$ cat src/rtl/tft_spi_pkg.sv
// Shared opcodes, decoder states, default window and window-commit helper for the TFT SPI responder.
package tft_spi_pkg;

  localparam logic [7:0] CMD_SWRESET = 8'h01;
  localparam logic [7:0] CMD_CASET   = 8'h2A;
  localparam logic [7:0] CMD_PASET   = 8'h2B;
  localparam logic [7:0] CMD_RAMWR   = 8'h2C;

  localparam int DEF_WIDTH  = 240;
  localparam int DEF_HEIGHT = 320;

  typedef enum logic [1:0] {IDLE, CASET, PASET, RAMWR} state_e;

  typedef struct packed {
    logic        apply;
    logic        err;
    logic [15:0] lo;
    logic [15:0] hi;
  } win_upd_t;

  // End is clamped into the panel first; a start beyond the (clamped) end leaves the window alone.
  function automatic win_upd_t win_commit(input logic [15:0] s, input logic [15:0] e,
                                          input logic [15:0] lim);
    win_upd_t    r;
    logic [15:0] e_c;
    e_c     = (e >= lim) ? lim - 16'd1 : e;
    r.apply = (s <= e_c);
    r.err   = (e >= lim) || (s > e_c);
    r.lo    = s;
    r.hi    = e_c;
    return r;
  endfunction

endpackage

$ cat src/rtl/tft_spi_responder_rx.sv
// SPI mode-0 byte receiver: pin synchronisers, SCLK rise detect, MSB-first shifter and bit counter.
// byte_stb lands 3 clk after the pin-level SCLK rise of bit 0; no backpressure, CSn high drops a partial byte.
module spi_byte_rx (
  input  logic       clk,
  input  logic       arstn,
  input  logic       sclk,
  input  logic       mosi,
  input  logic       csn,
  input  logic       dcn,
  output logic       byte_stb,
  output logic [7:0] byte_data,
  output logic       byte_dc
);

  // Packed as {sclk, mosi, csn, dcn}; CSn resets to deselected.
  logic [3:0] meta_q, meta_d;
  logic [3:0] sync_q, sync_d;
  logic       sclk_prev_q, sclk_prev_d;
  logic [2:0] bit_cnt_q, bit_cnt_d;
  logic [6:0] shift_q, shift_d;
  logic       byte_stb_q, byte_stb_d;
  logic [7:0] byte_data_q, byte_data_d;
  logic       byte_dc_q, byte_dc_d;

  logic sclk_s, mosi_s, csn_s, dcn_s, sclk_rise;

  assign {sclk_s, mosi_s, csn_s, dcn_s} = sync_q;
  assign sclk_rise = sclk_s & ~sclk_prev_q;

  always_comb begin
    meta_d      = {sclk, mosi, csn, dcn};
    sync_d      = meta_q;
    sclk_prev_d = sclk_s;
    bit_cnt_d   = bit_cnt_q;
    shift_d     = shift_q;
    byte_stb_d  = 1'b0;
    byte_data_d = byte_data_q;
    byte_dc_d   = byte_dc_q;
    if (csn_s) begin
      bit_cnt_d = 3'd0;
    end else if (sclk_rise) begin
      shift_d   = {shift_q[5:0], mosi_s};
      bit_cnt_d = bit_cnt_q + 3'd1;
      if (bit_cnt_q == 3'd7) begin
        byte_stb_d  = 1'b1;
        byte_data_d = {shift_q, mosi_s};
        byte_dc_d   = dcn_s;
      end
    end
  end

  always_ff @(posedge clk or negedge arstn) begin
    if (!arstn) begin
      meta_q      <= 4'b0010;
      sync_q      <= 4'b0010;
      sclk_prev_q <= 1'b0;
      bit_cnt_q   <= 3'd0;
      shift_q     <= 7'd0;
      byte_stb_q  <= 1'b0;
      byte_data_q <= 8'd0;
      byte_dc_q   <= 1'b0;
    end else begin
      meta_q      <= meta_d;
      sync_q      <= sync_d;
      sclk_prev_q <= sclk_prev_d;
      bit_cnt_q   <= bit_cnt_d;
      shift_q     <= shift_d;
      byte_stb_q  <= byte_stb_d;
      byte_data_q <= byte_data_d;
      byte_dc_q   <= byte_dc_d;
    end
  end

  assign byte_stb  = byte_stb_q;
  assign byte_data = byte_data_q;
  assign byte_dc   = byte_dc_q;

endmodule

$ cat src/rtl/tft_spi_responder.sv
// ILI9341-style SPI responder: decodes CASET/PASET/RAMWR/SWRESET into pixel strobes with screen coordinates.
// Strobes appear 4 clk after the pin-level SCLK rise of the completing bit; no backpressure is possible.
module tft_spi_responder
  import tft_spi_pkg::*;
#(
  parameter int WIDTH  = DEF_WIDTH,
  parameter int HEIGHT = DEF_HEIGHT,
  parameter int CW     = 16
) (
  input  logic          clk,
  input  logic          arstn,
  input  logic          sclk,
  input  logic          mosi,
  input  logic          csn,
  input  logic          dcn,
  output logic          pix_valid,
  output logic [CW-1:0] pix_x,
  output logic [CW-1:0] pix_y,
  output logic [15:0]   pix_color,
  output logic          cmd_valid,
  output logic [7:0]    cmd_byte,
  output logic          win_err
);

  localparam logic [CW-1:0] XMAX = CW'(WIDTH - 1);
  localparam logic [CW-1:0] YMAX = CW'(HEIGHT - 1);
  localparam logic [CW-1:0] ONE  = CW'(1);

  logic       byte_stb;
  logic [7:0] byte_data;
  logic       byte_dc;

  spi_byte_rx u_rx (
    .clk       (clk),
    .arstn     (arstn),
    .sclk      (sclk),
    .mosi      (mosi),
    .csn       (csn),
    .dcn       (dcn),
    .byte_stb  (byte_stb),
    .byte_data (byte_data),
    .byte_dc   (byte_dc)
  );

  state_e        state_q, state_d;
  logic [2:0]    arg_cnt_q, arg_cnt_d;
  logic [23:0]   arg_q, arg_d;
  logic [CW-1:0] xs_q, xs_d, xe_q, xe_d, ys_q, ys_d, ye_q, ye_d;
  logic [CW-1:0] cx_q, cx_d, cy_q, cy_d;
  logic          phase_q, phase_d;
  logic [7:0]    hi_q, hi_d;
  logic          pix_valid_q, pix_valid_d;
  logic [CW-1:0] pix_x_q, pix_x_d, pix_y_q, pix_y_d;
  logic [15:0]   pix_color_q, pix_color_d;
  logic          cmd_valid_q, cmd_valid_d;
  logic [7:0]    cmd_byte_q, cmd_byte_d;
  logic          win_err_q, win_err_d;
  win_upd_t      upd;

  always_comb begin
    state_d     = state_q;
    arg_cnt_d   = arg_cnt_q;
    arg_d       = arg_q;
    xs_d        = xs_q;
    xe_d        = xe_q;
    ys_d        = ys_q;
    ye_d        = ye_q;
    cx_d        = cx_q;
    cy_d        = cy_q;
    phase_d     = phase_q;
    hi_d        = hi_q;
    pix_valid_d = 1'b0;
    pix_x_d     = pix_x_q;
    pix_y_d     = pix_y_q;
    pix_color_d = pix_color_q;
    cmd_valid_d = 1'b0;
    cmd_byte_d  = cmd_byte_q;
    win_err_d   = win_err_q;
    // arg_q holds {start hi, start lo, end hi}; the incoming byte is end lo.
    upd = win_commit(arg_q[23:8], {arg_q[7:0], byte_data},
                     (state_q == CASET) ? 16'(WIDTH) : 16'(HEIGHT));

    if (byte_stb && !byte_dc) begin
      cmd_valid_d = 1'b1;
      cmd_byte_d  = byte_data;
      arg_cnt_d   = 3'd0;
      phase_d     = 1'b0;
      case (byte_data)
        CMD_CASET: state_d = CASET;
        CMD_PASET: state_d = PASET;
        CMD_RAMWR: begin
          state_d = RAMWR;
          cx_d    = xs_q;
          cy_d    = ys_q;
        end
        CMD_SWRESET: begin
          state_d   = IDLE;
          xs_d      = '0;
          xe_d      = XMAX;
          ys_d      = '0;
          ye_d      = YMAX;
          cx_d      = '0;
          cy_d      = '0;
          win_err_d = 1'b0;
        end
        default: state_d = IDLE;
      endcase
    end else if (byte_stb) begin
      case (state_q)
        CASET, PASET: begin
          if (arg_cnt_q != 3'd4) begin
            arg_cnt_d = arg_cnt_q + 3'd1;
            arg_d     = {arg_q[15:0], byte_data};
            if (arg_cnt_q == 3'd3) begin
              win_err_d = win_err_q | upd.err;
              if (upd.apply) begin
                if (state_q == CASET) begin
                  xs_d = CW'(upd.lo);
                  xe_d = CW'(upd.hi);
                end else begin
                  ys_d = CW'(upd.lo);
                  ye_d = CW'(upd.hi);
                end
              end
            end
          end
        end
        RAMWR: begin
          if (!phase_q) begin
            hi_d    = byte_data;
            phase_d = 1'b1;
          end else begin
            phase_d     = 1'b0;
            pix_valid_d = 1'b1;
            pix_x_d     = cx_q;
            pix_y_d     = cy_q;
            pix_color_d = {hi_q, byte_data};
            if (cx_q == xe_q) begin
              cx_d = xs_q;
              cy_d = (cy_q == ye_q) ? ys_q : cy_q + ONE;
            end else begin
              cx_d = cx_q + ONE;
            end
          end
        end
        default: ;
      endcase
    end
  end

  always_ff @(posedge clk or negedge arstn) begin
    if (!arstn) begin
      state_q     <= IDLE;
      arg_cnt_q   <= 3'd0;
      arg_q       <= 24'd0;
      xs_q        <= '0;
      xe_q        <= XMAX;
      ys_q        <= '0;
      ye_q        <= YMAX;
      cx_q        <= '0;
      cy_q        <= '0;
      phase_q     <= 1'b0;
      hi_q        <= 8'd0;
      pix_valid_q <= 1'b0;
      pix_x_q     <= '0;
      pix_y_q     <= '0;
      pix_color_q <= 16'd0;
      cmd_valid_q <= 1'b0;
      cmd_byte_q  <= 8'd0;
      win_err_q   <= 1'b0;
    end else begin
      state_q     <= state_d;
      arg_cnt_q   <= arg_cnt_d;
      arg_q       <= arg_d;
      xs_q        <= xs_d;
      xe_q        <= xe_d;
      ys_q        <= ys_d;
      ye_q        <= ye_d;
      cx_q        <= cx_d;
      cy_q        <= cy_d;
      phase_q     <= phase_d;
      hi_q        <= hi_d;
      pix_valid_q <= pix_valid_d;
      pix_x_q     <= pix_x_d;
      pix_y_q     <= pix_y_d;
      pix_color_q <= pix_color_d;
      cmd_valid_q <= cmd_valid_d;
      cmd_byte_q  <= cmd_byte_d;
      win_err_q   <= win_err_d;
    end
  end

  assign pix_valid = pix_valid_q;
  assign pix_x     = pix_x_q;
  assign pix_y     = pix_y_q;
  assign pix_color = pix_color_q;
  assign cmd_valid = cmd_valid_q;
  assign cmd_byte  = cmd_byte_q;
  assign win_err   = win_err_q;

endmodule

$ cat config.mk
export PLATFORM = sky130hd
export DESIGN_NAME = tft_spi_responder
export DESIGN_NICKNAME = d
export VERILOG_FILES = /design/src/rtl/tft_spi_pkg.sv /design/src/rtl/tft_spi_responder_rx.sv /design/src/rtl/tft_spi_responder.sv
export SDC_FILE = /design/constraint.sdc
export NUM_CORES = 1
export LEC_CHECK = 0
export BUFFER_PORTS_ARGS = -buffer_cell sky130_fd_sc_hd__buf_2
export CAP_MARGIN = 25
export CORE_MARGIN = 2
export CORE_UTILIZATION = 60
export DETAILED_ROUTE_END_ITERATION = 10
export PLACE_DENSITY_LB_ADDON = 0.3
export REMOVE_ABC_BUFFERS = 1
export SLEW_MARGIN = 20
export SYNTH_ARGS = -nofsm -noshare
export SYNTH_HDL_FRONTEND = slang
export SYNTH_SLANG_ARGS = --single-unit
$ cat constraint.sdc
create_clock -name clk -period 4.9 [get_ports clk]
set_input_delay 0.735 -clock clk [delete_from_list [all_inputs] [get_ports clk]]
set_output_delay 0.735 -clock clk [all_outputs]
set_load 0.01 [all_outputs]
==> results.cfg <==
[timing]
slew_headroom_pct = 33.9
hold_ws_ps = 302
rsz0062_at_grt = no
fin_crit_sh_pct = 82.5
postLayoutSetupSlackWorst_ps = 857
tightest_slew_ps = 991
finalCriticalPeriod_ps = 4040
slew_viol_final = 0
fin_worst_skew_ps = 12.0
fmax_mhz = 247
tns_ps = 0
setup_violations = 0
hold_viol = 0

[synthesis]
synth_flop_cell = dfrtp_1
synth.avg_cell_area_um2 = 10.4
synthArstFlopShare_pct = 100
ys_seq_elements = 222
synth_cell_types = 65
yosysWarnings = 0
syn-instance-count = 994
yosysMostFrequentCell = dfrtp_1
seq_area_frac_synth_pct = 53.8
synth_common_cells = 206 x dfrtp_1, 201 x nand2_1, 46 x mux2_2
synth_top_area_share_pct = 49.8
synth_top_cell_by_area = dfrtp_1
synth_edf_count = 0
synthTopCellsByArea = dfrtp_1 50%, nand2_1 7.3%, mux2_2 5.0%
syn-cell-area_um2 = 10400

[worst_setup_path]
crit_fanout = 20
end_kind = flip-flop
worst_ep_arrival_time_ps = 4470
worstPathRequired_ps = 5320
crit_type = flip-flop to flip-flop
startpoint_type = flip-flop

[cts]
clkSinkCount = 222
htree_num_levels = 1
cts_max_path_buffers = 3
clock_latency_ps = 510
cts_root_buf = clkbuf_16
cts.clk_slew.worst_paths_ps = 60
cts_tree = yes
postCtsHoldBufs = 0
cts_resized = 0
cts_buffers = 24
post_cts_buffers = 0

[place]
io_buffers = 64
hpwl_um = 14800
finalWeightedCongestion = 0.894
place_ws_ps = 858

[final_layout]
fin_util_pct = 68.9
antenna_cells = 0
drive_above_1_share_pct = 18.5
fill_cells = 1269
finalNetCount = 1077
area_delta_synth_final_pct = 13.4

[route]
drc_errors = 0
antenna_left = 0
drt_first_pass_iters = 5
vias = 7323
routed_wl_um = 22700
avgRoutedWirePerCell_um = 17.7
drtIter0Drc = 591
viasPerCell = 5.69

[outcome]
status = complete, no violations

[global_route]
grt_pass1_vias = 7284
overflow = 0
grt_use_total_pct = 25.8
grt_first_pass_wirelength_um = 37700
antenna_found_initial = 0
grt_start_max_net_pins = 114

[pwr]
p_seq_share_pct = 47.0
max-vdd-ir-drop_mv = 0.374
p_int_mw = 3.21
p_sw_mw = 0.798
p_total_mw = 4.01
switching_share_pct = 19.9
combPwrFrac_pct = 1.8
p_clk_share_pct = 51.2
leakage_nw = 6.10
p_per_area_nw_per_um2 = 341

[die]
die_h_um = 135
die_area_um2 = 18300
coreArea_um2 = 17100
initial_core_util_pct = 60.7
ios = 65
dieWidth_um = 135
num_rows = 48

[job]
cap_violations = 0

[min_path]
hp-class = input pin to async pin
## critical path: stages (launching register included)
cell	delay (ps)
dfrtp_1	400
inv_1	80
ha_1	230
inv_1	90
ha_1	270
a211o_1	250
a21o_1	260
nand2_1	120
a21boi_0	380
ha_1	200
and3_1	150
nand4_1	110
a21oi_1	160
a211oi_2	90
o21ai_2	520
buf_4	400
mux2i_1	230
## metal layers
layer  GRT usage [%]  part of all wire, %  vias up
met4            9.38                  3.3        0
met2            41.5                   48      208
met3            3.25                  4.3       60
met5               0                    0        -
li1                -                    -     3480
met1            36.5                   45     3575
## worst paths after layout
| check | startpoint | endpoint | slack, ps | cells after the start |
|---|---|---|---|---|
| worst max-delay path | state_q[1] | ys_q[8] | 860 | 16 |
| worst max register to register | state_q[1] | ys_q[8] | 860 | 16 |
| worst min-delay path | arstn | pix_y[13] | 300 | 1 |
| worst min register to register | u_rx.meta_q[3] | u_rx.sync_q[3] | 350 | 0 |
| min in group clk | csn | u_rx.meta_q[1] | 320 | 1 |
| max in group asynchronous | arstn | xe_q[6] | 3670 | 2 |
## stage by stage
| stage | cell area (um2) | std cells |
|---|---|---|
| 6_report | 11700 | 1286 |
| 3_5_place_dp | 10800 | 1242 |
| 4_1_cts | 11700 | 1286 |
| 2_1_floorplan | 10100 | 941 |
| 5_1_grt | 11700 | 1286 |
| 3_3_place_gp | 10800 | 1242 |
## state kept, by name (all words and copies together), names as in the netlist, 8 cells and up
| register | cells |
|---|---|
| arg_q | 24 |
| cmd_byte | 8 |
| cx_q | 16 |
| cy_q | 16 |
| hi_q | 8 |
| pix_color | 16 |
| pix_x | 16 |
| pix_y | 16 |
| u_rx.byte_data | 8 |
| xe_q | 16 |
| xs_q | 16 |
| ye_q | 16 |
| ys_q | 16 |
## final cells by class
type | count | area (um2) | area share, %
sequential | 222 | 5580 | 47.5
multi-input combinational | 680 | 4390 | 37.4
inverter | 39 | 146 | 1.25
clock buffer | 31 | 698 | 5.94
timing repair buffer | 76 | 433 | 3.69
tap | 225 | 282 | 2.40
clock inverter | 13 | 223 | 1.90
## placed cells by master (no fill, tap or decap), types with 7 or more instances in the layout
master     netlist  routed
mux2i_1         41      41
a21boi_0        10      10
dfrtp_1        206     206
xnor2_1         18      18
ha_1            28      28
o22ai_1          8       8
nand2_1        201     201
nor4_1           7       7
nor2_1          45      45
and3_1          18      18
nor3_1          11      11
a22oi_1          7       7
nand4_1         15      15
and2_1          23      23
xor2_1          17      17
mux2_2          46      46
buf_2           18      63
nand3_1         19      19
clkbuf_16        0      25
buf_4            1      11
dfstp_2         16      16
inv_1           38      38
o21ai_0         44      44
conb_1           1       7
mux2_1          14      14
a21oi_1         36      36
## power groups by stage
stage          sequential [mW]  combinational [mW]  clock, mW
6_report                  1.88              0.0726       2.05
5_1_grt                   1.88              0.0847       2.16
4_1_cts                   1.88              0.0765       2.08
3_5_place_dp              1.91              0.0747          0
3_3_place_gp              1.91              0.0723          0
2_1_floorplan             1.91              0.0289          0
## cells by family after synthesis
group / count (synthesis) / synth area share, %
compound gates: 148 / 9.20
xor+xnor: 35 / 2.96
fa+ha+maj: 28 / 3.38
buf+inv: 98 / 4.02
flops: 222 / 53.8
mux: 102 / 10.6
other cells: 1 / 0.0362
simple gates: 360 / 15.9
Note: power is estimated with default switching activity, not from simulation.
